### src/rtl/mem_stage.sv
// rtl/mem_stage.sv - memory access stage with req/ack data port and MEM/WB pipeline register
package mem_stage_pkg;
  typedef struct packed {
    logic       reg_write;
    logic       mem_to_reg;
    logic [1:0] wb_sel;
  } wb_control_t;
endpackage

module mem_stage
  import mem_stage_pkg::*;
#(
  parameter int MAX_WAIT = 255,
  parameter int CNT_W    = 8
) (
  input  logic        clk,
  input  logic        rst_n,
  input  logic        in_valid,
  input  logic [31:0] alu_result_in,
  input  logic [31:0] store_data,
  input  logic        mem_read,
  input  logic        mem_write,
  input  logic [2:0]  mem_funct3,
  input  logic [31:0] pc_offset_in,
  input  logic [31:0] immediate_in,
  input  logic [31:0] pc_incr_in,
  input  wb_control_t wb_ctrl_in,
  input  logic [4:0]  rd_addr_in,
  output logic        stall_out,
  output logic        dmem_req,
  output logic        dmem_we,
  output logic [31:0] dmem_addr,
  output logic [31:0] dmem_wdata,
  output logic [3:0]  dmem_wstrb,
  input  logic        dmem_ack,
  input  logic [31:0] dmem_rdata,
  output logic        wb_valid,
  output logic [31:0] alu_result_out,
  output logic [31:0] data_out,
  output logic [31:0] pc_offset_out,
  output logic [31:0] immediate_out,
  output logic [31:0] pc_incr_out,
  output wb_control_t wb_ctrl_out,
  output logic [4:0]  rd_addr_out,
  output logic        misalign_err,
  output logic        bus_err
);

  typedef enum logic { S_IDLE, S_WAIT } state_t;

  // The timeout fires in the WAIT cycle whose count equals MAX_WAIT-1, so the
  // request is held for exactly MAX_WAIT WAIT cycles before being abandoned.
  localparam bit              TIMEOUT_EN = (MAX_WAIT > 0);
  localparam logic [CNT_W-1:0] LAST_CNT  = CNT_W'((MAX_WAIT > 0) ? MAX_WAIT - 1 : 0);

  state_t           state;
  logic [CNT_W-1:0] wait_cnt;

  // Access parameters captured when the request cannot complete in IDLE
  logic [31:0] lat_addr;
  logic [31:0] lat_wdata;
  logic [3:0]  lat_wstrb;
  logic        lat_we;
  logic [2:0]  lat_funct3;
  logic [1:0]  lat_lane;

  logic        mem_op;
  logic        misaligned;
  logic        aligned_op;
  logic        in_wait;
  logic        timeout;
  logic        access_done;
  logic        err_mis;
  logic        err_any;
  logic [1:0]  lane;
  logic [31:0] req_wdata;
  logic [3:0]  req_wstrb;
  logic [2:0]  sel_f3;
  logic [1:0]  sel_lane;
  logic        sel_store;
  logic [7:0]  sel_byte;
  logic [15:0] sel_half;
  logic [31:0] load_data;

  assign lane       = alu_result_in[1:0];
  assign mem_op     = in_valid & (mem_read | mem_write);
  assign aligned_op = mem_op & ~misaligned;
  assign in_wait    = (state == S_WAIT);

  // Alignment rules: halfwords need addr[0]=0, words need addr[1:0]=0
  always_comb begin
    misaligned = 1'b0;
    if (mem_funct3[1:0] == 2'b01 && lane[0])
      misaligned = 1'b1;
    if (mem_funct3[1] && lane != 2'b00)
      misaligned = 1'b1;
  end

  // Store lane steering: replicate the datum to every lane, enable only its bytes
  always_comb begin
    req_wdata = store_data;
    req_wstrb = 4'b1111;
    case (mem_funct3[1:0])
      2'b00: begin
        req_wdata = {4{store_data[7:0]}};
        req_wstrb = 4'b0001 << lane;
      end
      2'b01: begin
        req_wdata = {2{store_data[15:0]}};
        req_wstrb = 4'b0011 << {lane[1], 1'b0};
      end
      default: begin
        req_wdata = store_data;
        req_wstrb = 4'b1111;
      end
    endcase
    if (!mem_write) begin
      req_wdata = 32'h0;
      req_wstrb = 4'b0000;
    end
  end

  assign timeout     = in_wait & TIMEOUT_EN & ~dmem_ack & (wait_cnt == LAST_CNT);
  assign access_done = in_wait ? (dmem_ack | timeout) : (~aligned_op | dmem_ack);
  assign err_mis     = ~in_wait & mem_op & misaligned;
  assign err_any     = err_mis | timeout;

  // Reset gates the combinational outputs so a reset mid-access drops req at once
  assign stall_out  = rst_n & ~access_done;
  assign dmem_req   = rst_n & (in_wait | aligned_op);
  assign dmem_we    = in_wait ? lat_we    : mem_write;
  assign dmem_addr  = in_wait ? lat_addr  : {alu_result_in[31:2], 2'b00};
  assign dmem_wdata = in_wait ? lat_wdata : req_wdata;
  assign dmem_wstrb = in_wait ? lat_wstrb : req_wstrb;

  assign sel_f3    = in_wait ? lat_funct3 : mem_funct3;
  assign sel_lane  = in_wait ? lat_lane   : lane;
  assign sel_store = in_wait ? lat_we     : mem_write;

  // Load alignment and sign/zero extension of the returned word
  always_comb begin
    sel_byte  = dmem_rdata[{sel_lane, 3'b000} +: 8];
    sel_half  = sel_lane[1] ? dmem_rdata[31:16] : dmem_rdata[15:0];
    load_data = dmem_rdata;
    case (sel_f3)
      3'b000:  load_data = {{24{sel_byte[7]}}, sel_byte};
      3'b100:  load_data = {24'h0, sel_byte};
      3'b001:  load_data = {{16{sel_half[15]}}, sel_half};
      3'b101:  load_data = {16'h0, sel_half};
      default: load_data = dmem_rdata;
    endcase
  end

  // Access FSM: wait for ack or timeout, holding the latched request stable
  always_ff @(posedge clk or negedge rst_n) begin
    if (!rst_n) begin
      state      <= S_IDLE;
      wait_cnt   <= '0;
      lat_addr   <= 32'h0;
      lat_wdata  <= 32'h0;
      lat_wstrb  <= 4'b0000;
      lat_we     <= 1'b0;
      lat_funct3 <= 3'b000;
      lat_lane   <= 2'b00;
    end else begin
      case (state)
        S_IDLE: begin
          if (aligned_op && !dmem_ack) begin
            state      <= S_WAIT;
            wait_cnt   <= '0;
            lat_addr   <= {alu_result_in[31:2], 2'b00};
            lat_wdata  <= req_wdata;
            lat_wstrb  <= req_wstrb;
            lat_we     <= mem_write;
            lat_funct3 <= mem_funct3;
            lat_lane   <= lane;
          end
        end
        S_WAIT: begin
          if (dmem_ack || timeout) begin
            state    <= S_IDLE;
            wait_cnt <= '0;
          end else begin
            wait_cnt <= wait_cnt + CNT_W'(1);
          end
        end
        default: state <= S_IDLE;
      endcase
    end
  end

  // MEM/WB register: bubble while stalled, otherwise capture the completed instruction
  always_ff @(posedge clk or negedge rst_n) begin
    if (!rst_n) begin
      wb_valid       <= 1'b0;
      alu_result_out <= 32'h0;
      data_out       <= 32'h0;
      pc_offset_out  <= 32'h0;
      immediate_out  <= 32'h0;
      pc_incr_out    <= 32'h0;
      wb_ctrl_out    <= '0;
      rd_addr_out    <= 5'd0;
      misalign_err   <= 1'b0;
      bus_err        <= 1'b0;
    end else if (stall_out) begin
      wb_valid     <= 1'b0;
      wb_ctrl_out  <= '0;
      misalign_err <= 1'b0;
      bus_err      <= 1'b0;
    end else begin
      wb_valid       <= in_valid;
      alu_result_out <= alu_result_in;
      pc_offset_out  <= pc_offset_in;
      immediate_out  <= immediate_in;
      pc_incr_out    <= pc_incr_in;
      rd_addr_out    <= rd_addr_in;
      wb_ctrl_out    <= (in_valid && !err_any) ? wb_ctrl_in : '0;
      data_out       <= (mem_op && !sel_store && !err_any) ? load_data : 32'h0;
      misalign_err   <= err_mis;
      bus_err        <= timeout;
    end
  end

endmodule

### config.mk
export PLATFORM = sky130hd
export DESIGN_NAME = mem_stage
export DESIGN_NICKNAME = d
export VERILOG_FILES = /design/src/rtl/mem_stage.sv
export SDC_FILE = /design/constraint.sdc
export NUM_CORES = 1
export LEC_CHECK = 0
export BUFFER_PORTS_ARGS = -buffer_cell sky130_fd_sc_hd__buf_2
export CAP_MARGIN = 40
export CORE_AREA = 2 2 177 179
export DETAILED_ROUTE_END_ITERATION = 8
export DIE_AREA = 0 0 179 181
export PLACE_DENSITY_LB_ADDON = 0.2
export SLEW_MARGIN = 20
export SYNTH_ARGS = -nofsm -noshare
export SYNTH_HDL_FRONTEND = slang
export SYNTH_SLANG_ARGS = --single-unit
export TNS_END_PERCENT = 20
### constraint.sdc
create_clock -name clk -period 3.6 [get_ports clk]
set_input_delay 0.36 -clock clk [delete_from_list [all_inputs] [get_ports clk]]
set_output_delay 0.36 -clock clk [all_outputs]
set_load 0.02 [all_outputs]
# Word level (Yosys, flattened, before mapping)
# Cells that the tools add are included.
totals:
  in_bits: 210
  regBits: 253
  word_cells: 89
classes:
  mux: 27
  n_addsub: 1
  shift: 3
  bitwise: 18
  n_eq_ne: 6
  n_reduce_logical: 14
op_table:
  columns: ["cell", "n"]
  rows:
  - ["$mux 32", 4]
  - ["$pmux 32 s4", 1]
  - ["$pmux 32 s2", 1]
  - ["$shiftx 32x6->8", 1]
  - ["$mux 16", 1]
  - ["$mux 4", 4]
  - ["$mux 8", 2]
  - ["$pmux 8 s2", 1]
  - ["$mux 1", 9]
  - ["$add 8x1->8 const B", 1]
  - ["$and 1x1->1", 8]
  - ["$eq 8x8->1 const B", 1]
  - ["$pmux 4 s2", 1]
  - ["$eq 3x3->1 const B", 2]
  - ["$logic_and 1x1->1", 6]
  - ["$not 1->1", 5]
  - ["$or 1x1->1", 5]
  - ["$shl 1x2->4 const A", 1]
  - ["$shl 2x2->4 const A", 1]
  - ["$eq 3x1->1 const B", 1]
  - ["$logic_not 1->1", 3]
  - ["$logic_not 3->1", 1]
  - ["$mux 3", 1]
  - ["$eq 2x1->1 const B", 1]
  - ["7 further kinds", 7]

# Longest topological paths before layout
# Gate-level depths: netlist (run 1).
depth:
  ltp_word: 12
  mapped_depth: 10
  mapped_depth_nobuf: 7

# Least setup slack after synthesis (run 1)
# Ideal clock, no wire load.
synth_path:
  path_kind: "register to register"
  startpoint: "reg state, in the netlist in_wait"
  endpoint: "reg data_out[10]"
  required_ns: 3.478
  path_slack_ns: 1.518
  t_arrival_ns: 1.960
  path_stages_with_launch: 8
  cell_sequence: "dfrtp_1 > buf_6 > mux2i_2 > buf_6 > mux4_2 > a31o_2 > o221ai_1 > nand2_1"
synth_via:
  elab_chain_len: 7
  elab_cells_between_ends: 25
  classes_between: "eq/ne: 3; shift: 1; mux: 7; bitwise: 9; reduce/logical: 5"
synth_lines:
  columns: ["element", "line_no", "text"]
  rows:
  - ["start: declaration", "56", "state_t state;"]
  - ["start signal: assignment", "157", "state <= S_IDLE;"]
  - ["start signal: assignment", "169", "state <= S_WAIT;"]
  - ["start signal: assignment", "181", "state <= S_IDLE;"]
  - ["branches (longest 7 deep; another with $shiftx 32x6->8)", null, null]
  - ["end signal: assignment", "218", "data_out <= (mem_op && !sel_store && !err_any) ? load_data : 32'h0;"]
  - ["end: declaration", "39", "output logic [31:0] data_out,"]
# Parallel ways; which one is timed is not known.
# A chain may end at the register's enable or synchronous reset.

# Final worst setup path (run 1)
layout_path:
  startpoint: "in rst_n"
  endpoint: "out stall_out"
layout_via:
  elab_chain_len: 1
layout_lines:
  columns: ["element", "line_no", "text"]
  rows:
  - ["start: declaration", "17", "input logic rst_n,"]
  - ["$and 1x1->1", "129", "assign stall_out = rst_n & ~access_done;"]
  - ["end: declaration", "29", "output logic stall_out,"]
# Every way passes these cells.

==> results of run 1 <==
layout by cell type, fill, tap and decap left out, types with 10 or more instances in the layout:
cell type,n
buf_2,449
buf_4,20
clkbuf_16,29
dfrtp_1,252
mux2_1,132
mux2_2,84
mux2i_1,20
nand2_1,150
nor2_1,37
nor3_1,10
o21ai_0,93
o21ai_1,19
timing repair:
item                                   in CTS  in global routing
setup buffers                               0                  0
hold buffers                                3                  0
endpoints found under the hold margin      15                  0
worst max-delay path: cells and delay by family:
| family | cells | cell delay (ns) |
|---|---|---|
| AND/OR/NAND/NOR | 2 | 0.45 |
| AO/OA/AOI/OAI | 1 | 0.35 |
| buffers and inverters | 5 | 1.42 |
layer usage:
| metal | vias to the layer above | GRT usage, % | part of all wire (%) |
|---|---|---|---|
| met5 | - | 0 | 0 |
| met4 | 0 | 5.14 | 2.0 |
| met3 | 42 | 5.22 | 8.3 |
| met2 | 316 | 32.8 | 50 |
| met1 | 4193 | 23.2 | 40 |
| li1 | 4229 | - | - |
layout make-up:
type                    instances  area (um^2)
fillers                      2842        15400
multi-input cells             631         4660
inverters                       3         11.3
diodes                          2         5.00
repair buffers                479         2580
well taps                     396          495
clock inverters                 7         66.3
flip-flops and latches        253         6330
clock buffers                  42          825
power breakdown:
| part | total, mW | internal [mW] | switching (mW) |
|---|---|---|---|
| clock network | 2.78 | 1.64 | 1.13 |
| registers | 3.32 | 3.16 | 0.163 |
| logic | 1.38 | 0.559 | 0.820 |
| total | 7.48 | 5.36 | 2.12 |
registers in the layout (all words and copies together) (netlist names), 2 cells and up:
signal and count:
alu_result_out 32, data_out 32, immediate_out 32, lat_wdata 32
pc_incr_out 32, pc_offset_out 32, lat_addr 30, wait_cnt 8
rd_addr_out 5, lat_wstrb 4, wb_ctrl_out 4, lat_funct3 3
lat_lane 2
cell families after synthesis:
family	Yosys count	synth area share, %
xor+xnor	1	0.0773
buf+inv	68	3.14
mux	240	23.8
flops	253	55.9
compound gates	148	7.71
fa+ha+maj	2	0.221
simple gates	238	9.19
other cells	1	0.0331
through the flow:
stage	hold WS [ns]	instance area, um^2	instances	util (%)	worst slack, ns
floorplan	0.0644	11300	952	-	1.52
global placement	0.190	14000	1755	46.0	0.936
detailed placement	0.188	14000	1756	46.0	0.905
CTS	0.00482	14900	1808	49.1	0.592
global route	0.0107	15000	1813	49.4	0.467
finish	0.0303	15000	1813	49.4	0.637
worst max-delay path by stage:
stage	startpoint	end	cells past startpoint
2_1_floorplan	in_wait$_DFF_PN0_	data_out[10]$_DFFE_PN0N_	7
3_3_place_gp	in_wait$_DFF_PN0_	data_out[20]$_DFFE_PN0N_	6
3_5_place_dp	in_wait$_DFF_PN0_	data_out[20]$_DFFE_PN0N_	6
4_1_cts	in_wait$_DFF_PN0_	stall_out	6
5_1_grt	rst_n	stall_out	8
6_report	rst_n	stall_out	8
==> summary.md, run 1 <==
| Metric | Value |
|---|---|
| Outcome | finished, final reports clean |
| FF+latch count, synth | 253 |
| Worst r2r src | in_wait$_DFF_PN0_ |
| CP Data Arrival Time | 2.60 ns |
| Die W | 179 um |
| Vias in the first global route | 8891 |
| Die area | 32400 um^2 |
| Crit path cell chain | dlygate4sd3_1 -> buf_8 -> nor2b_1 -> a21bo_1 -> nor3_4 -> buf_12 -> buf_4 -> buf_2 |
| Most common cell in the netlist | dfrtp_1 |
| Post-Syn Area | 11300 um^2 |
| Startpoint types | input port |
| Clk_lat worst skew | 0.55 ns |
| Max-cap violations | 0 |
| Vias | 8780 |
| Final WL | between 30 and 40 mm |
| Worst Hold Depth | 2 |
| WP data required | between 3 and 4 ns |
| Syn Inst Count | 951 |
| Die Height | 181 um |
| Core area | 30300 um^2 |
| Cell variety after synth | 51 |
| HPWL Detailed | 23.6 mm |
| Gr usage total | 19.0% |
| Setup crit end kind | output port |
| Post-CTS sizing | 0 |
| Cts bufs inserted | 29 |
| Ys flop type | dfrtp_1 |
| Ys Warns | 0 |
| Leading area contributor after synthesis | dfrtp_1 |
| Slowest-stage cell, CP | dlygate4sd3_1 |
| P per Cell Area | between 400 and 500 nW/um^2 |
| Largest net degree at the start of global routing | 96 |
| DR WL/cell | 17.6 um |
| Antenna violations before repair | 2 |
| DRC | 0 |
| Number of synthesized flops with an enable pin | 0 |
| VDD IR max | 0.000375 V |
| Pwr Total | 7.48 mW |
| Max stage delay on crit path | 0.56 ns |
| Nets@finish | 1609 |
| CP Max Fanout | between 40 and 50 |
| Worst Min Path Start | wb_ctrl_in[3] |
| # setup viols final | 0 |
| R2r setup slk | 0.88 ns |
| Dominant cells by area after synthesis | dfrtp_1, mux2_1, mux2_2 |
| R2r endpoint | data_out[20]$_DFFE_PN0N_ |
| Final setup TNS | 0 ns |
| Syn Area/Cell | 11.9 um^2 |
| Rel. slew slack | 42.6% |
| Worst Tran Pin Value | 0.859 ns |
| Async set or reset register ratio after synthesis | 100% |
| Worst r2r path cells | 6 |
| Post-synthesis sequential area ratio | 55.9% |
| Synth cell count leaders | dfrtp_1, nand2_1, mux2_1 |
| WS Path Type | input port to output port |
| HP Class | input port to flip-flop |
| Clock Skew | 0.0229 ns |
| IO Count | 453 |
| Gr ovfl total | 0 |
| Root Driver | clkbuf_16 |
| H-tree levels | 1 |
| Core Rows | 64 |
| Final worst path period share | slightly above 80% |
| Max Fclk | 338 MHz |
| Clock buffer depth | 3 |
| Starting Density | a little under two fifths |
| Iteration-0 DRC Markers | 363 |
| Clock Sinks | 253 |
| Unrepaired setup endpoints after global routing | no |
| CTS tree | built |
| DR pass1 iterations | 4 |
| Share of the synthesized area in the top cell type | 55.9% |
| Detail Route Antenna Nets | 0 |
| Port bufs | 450 |
| Hold Vio Cnt, Final | 0 |
| Clock-pin slew on the worst setup and hold paths | 0.05 ns |
| Layout cells sized above 1 | 43.4% |
| LEAKAGE | 7.22 nW |
| Area grow syn2layout | 32.2% |
| Min-Delay Endpoint | wb_ctrl_out[3]$_DFF_PN0_ |
| Placer Congestion | 0.807 |
| Tmin final | 2.96 ns |
| Slew Limit Fails | 0 |
| First-pass GRT wire length | 48.9 mm |
| Vias/cell | 4.84 |
Power figures use the tool's default switching activity.
==> run 2, diff against run 1 <==
--- a/config.mk
+++ b/config.mk
@@ -5,11 +5,12 @@
 export SDC_FILE = /design/constraint.sdc
 export NUM_CORES = 1
 export LEC_CHECK = 0
+export ABC_AREA = 1
 export BUFFER_PORTS_ARGS = -buffer_cell sky130_fd_sc_hd__buf_2
 export CAP_MARGIN = 40
-export CORE_AREA = 2 2 177 179
+export CORE_AREA = 2 2 175 177
 export DETAILED_ROUTE_END_ITERATION = 8
-export DIE_AREA = 0 0 179 181
+export DIE_AREA = 0 0 177 179
 export PLACE_DENSITY_LB_ADDON = 0.2
 export SLEW_MARGIN = 20
 export SYNTH_ARGS = -nofsm -noshare
==> constraint.sdc (replaced) <==
create_clock -name clk -period 2.4 [get_ports clk]
set_input_delay 0.24 -clock clk [delete_from_list [all_inputs] [get_ports clk]]
set_output_delay 0.24 -clock clk [all_outputs]
set_load 0.02 [all_outputs]
==> run 2 against run 1 <==
  * Global-route usage up 4.6 points
  * Largest cell class unchanged
  * Critical path type is now flip-flop to output port
  * Clock power rose by 70%
  * Sequential share of layout area shrank 4.9 points
  * Non-clock buffer count rose by 141
  * Synthesized cell count increased by 63%
  * Final area grew 13%
  * Cell count rose by 40%
  * Sequential power increased by 52%
  * Largest power group unchanged
==> summary.md, run 2 <==
| Metric | Value |
|---|---|
| Outcome | finished, final reports clean |
| Clock Sinks | between 200 and 300 |
| Die area | 31700 um^2 |
| Area occupied by multi-input gates | 4550 um^2 |
| P per Cell Area | ~740 nW/um^2 |
| CTS tree | built |
| Min setup slack post-route | 0.169 ns |
| Post-synthesis sequential area ratio | 53.8% |
| Root Driver | clkbuf_16 |
| First-pass GRT wire length | about 60 mm |
| Final setup TNS | 0 ns |
| Most frequent cells in the layout | nand2_1, buf_2, dfrtp_1, o21ai_0, dlygate4sd3_1 |
| Die W | between 150 and 200 um |
| HP Class | input port to flip-flop |
| LEAKAGE | slightly above 9 nW |
| Setup crit end kind | output port |
| Vias | 12.0k |
| WS Path Type | flip-flop to output port |
| Unrepaired setup endpoints after global routing | no |
| Worst Tran Pin Value | ~0.94 ns |
| Area after DPL | between 10000 and 15000 um^2 |
| IO Count | 453 |
| Comb pwr share | between 20% and 30% |
| DR pass1 iterations | 7 |
| Sw power | ~3.8 mW |
| Synth cell count leaders | nand2_1, dfrtp_1, o21ai_0 |
| Gr ovfl total | 0 |
| Dpl cells | 2337 |
| R2r endpoint | data_out[4]$_DFFE_PN0N_ |
| H-tree levels | 1 |
| Area grow syn2layout | 43.7% |
| Slew Limit Fails | 0 |
| WP data required | 2.16 ns |
| Final worst path period share | 93.0% |
| Post-Syn Area | around 12000 um^2 |
| Startpoint types | flip-flop |
| Worst r2r path cells | 9 |
| Syn Inst Count | 1551 |
| # setup viols final | 0 |
| Cts bufs inserted | 28 |
| Antenna violations before repair | 4 |
| Dominant cells by area after synthesis | dfrtp_1, nand2_1, o21ai_0 |
| Worst r2r src | in_wait$_DFF_PN0_ |
| DR WL/cell | 15.5 um |
| Vias/cell | between 4 and 5 |
| Min-Delay Endpoint | lat_wdata[5]$_DFFE_PN0P_ |
| R2r setup slk | ~0.32 ns |
| Ys flop type | dfrtp_1 |
| Core area | 30000 um^2 |
| Minimum hold slack | roughly 0.016 ns |
| Nets@finish | 2328 |
| Largest net degree at the start of global routing | about 160 |
| Hold Vio Cnt, Final | 0 |
| VDD IR max | 0.000586 V |
| Worst Hold Depth | 3 |
| Async set or reset register ratio after synthesis | 100% |
| FF+latch area | about 6300 um^2 |
| Commonest non-fill, non-tap cell in the layout | nand2_1 |
| Clock-pin slew on the worst setup and hold paths | about 0.060 ns |
| Leading area contributor after synthesis | dfrtp_1 |
| Clock power share | between 30% and 40% |
| Fillers | between 2k and 3k |
| Placer Congestion | 0.818 |
| Cell variety after synth | 28 |
| Clk_lat worst skew | 0.55 ns |
| Tmin final | 2.23 ns |
| Final std cells w/o fill | 2536 |
| Final WL | roughly 39 mm |
| Share of the synthesized area in the top cell type | 53.8% |
| Rel. slew slack | 37.5% |
| CP Data Arrival Time | approximately 2.0 ns |
| Gr usage total | 23.6% |
| Max-cap violations | 0 |
| Pwr Total | 12.4 mW |
| Iteration-0 DRC Markers | 594 |
| Most common cell in the netlist | nand2_1 |
| DRC | 0 |
| Worst Min Path Start | store_data[5] |
| Number of synthesized flops with an enable pin | 0 |
| Max Fclk | 448 MHz |
| CP Max Fanout | 16 |
| Final instance area | 16900 um^2 |
| Syn Area/Cell | 7.59 um^2 |
| Switching part of the total power | 30.3% |
| Placement Setup Slack | roughly 0.24 ns |
| Clock Skew | around 0.017 ns |
| Layout cells sized above 1 | about a quarter |
| P_int | 8.68 mW |
| Die Height | 179 um |
| Clock buffer depth | 3 |
| Port bufs | 450 |
| HPWL Detailed | ~26 mm |
| Starting Density | 39.2% |
| Ys Warns | 0 |
| Core Rows | 64 |
| FF+latch count, synth | 253 |
| Sequential share of power | about two fifths |
| Detail Route Antenna Nets | 0 |
| Core Util, Final | 56.4% |
| Vias in the first global route | between 10k and 15k |
run 2: worst max path at each step:
stage | endpoint | cells after the start | startpoint
2_1_floorplan | data_out[10]$_DFFE_PN0N_ | 8 | in_wait$_DFF_PN0_
4_1_cts | stall_out | 9 | wait_cnt[0]$_DFFE_PN0P_
3_5_place_dp | dmem_wstrb[0] | 9 | mem_funct3[1]
3_3_place_gp | dmem_wstrb[0] | 9 | mem_funct3[1]
6_report | stall_out | 9 | wait_cnt[0]$_DFFE_PN0P_
5_1_grt | stall_out | 9 | wait_cnt[0]$_DFFE_PN0P_
run 2: layout make-up:
type,instances,area share [%]
clock buffers,40,4.89
clock inverters,12,1.11
multi-input cells,1087,26.9
flip-flops and latches,253,37.4
well taps,396,2.93
repair buffers,620,24.0
diodes,2,0.0296
inverters,126,2.79
run 2: logic make-up after synthesis:
logic type	count (synthesis)	share of synthesized area [%]
other cells	1	0.0318
simple gates	863	28.6
compound gates	216	9.32
fa+ha+maj	2	0.212
buf+inv	212	7.81
xor+xnor	4	0.298
flops	253	53.8
run 2: power by group through the flow:
stage	sequential, mW	clock (mW)	combinational, mW
final	5.05	4.72	2.68
after global routing	5.11	4.99	2.99
after CTS	5.04	4.82	2.67
after detailed placement	5.11	0	2.47
after global placement	5.10	0	2.44
after floorplan	5.37	0	1.20
run 2: critical path, stage by stage (launching register included):
cell and delay, ns:
dfrtp_1 0.40, inv_1 0.06, ha_1 0.19, nand2_1 0.06, nor2_1 0.04, nand3b_1 0.13, nand2_2 0.10, nor2_4 0.14
buf_12 0.19, buf_6 0.14
run 2: metal layers:
metal / global-route usage, % / part of all wire, % / up-vias / wire length (um)
li1: - / - / 5950 / -
met1: 29.2 / 41 / 5556 / 16100
met2: 39.8 / 47 / 439 / 18600
met3: 6.62 / 8.6 / 71 / 3360
met4: 7.99 / 2.9 / 4 / 1150
met5: 0 / 0.059 / - / 23
run 2: timing repair:
item                                   CTS  global route
setup buffers                            0             1
pin swaps                                0             1
setup endpoints to repair               32            50
cloned                                   0             1
gates resized for setup                  1             7
endpoints found under the hold margin  211             0
hold buffers                           143             0
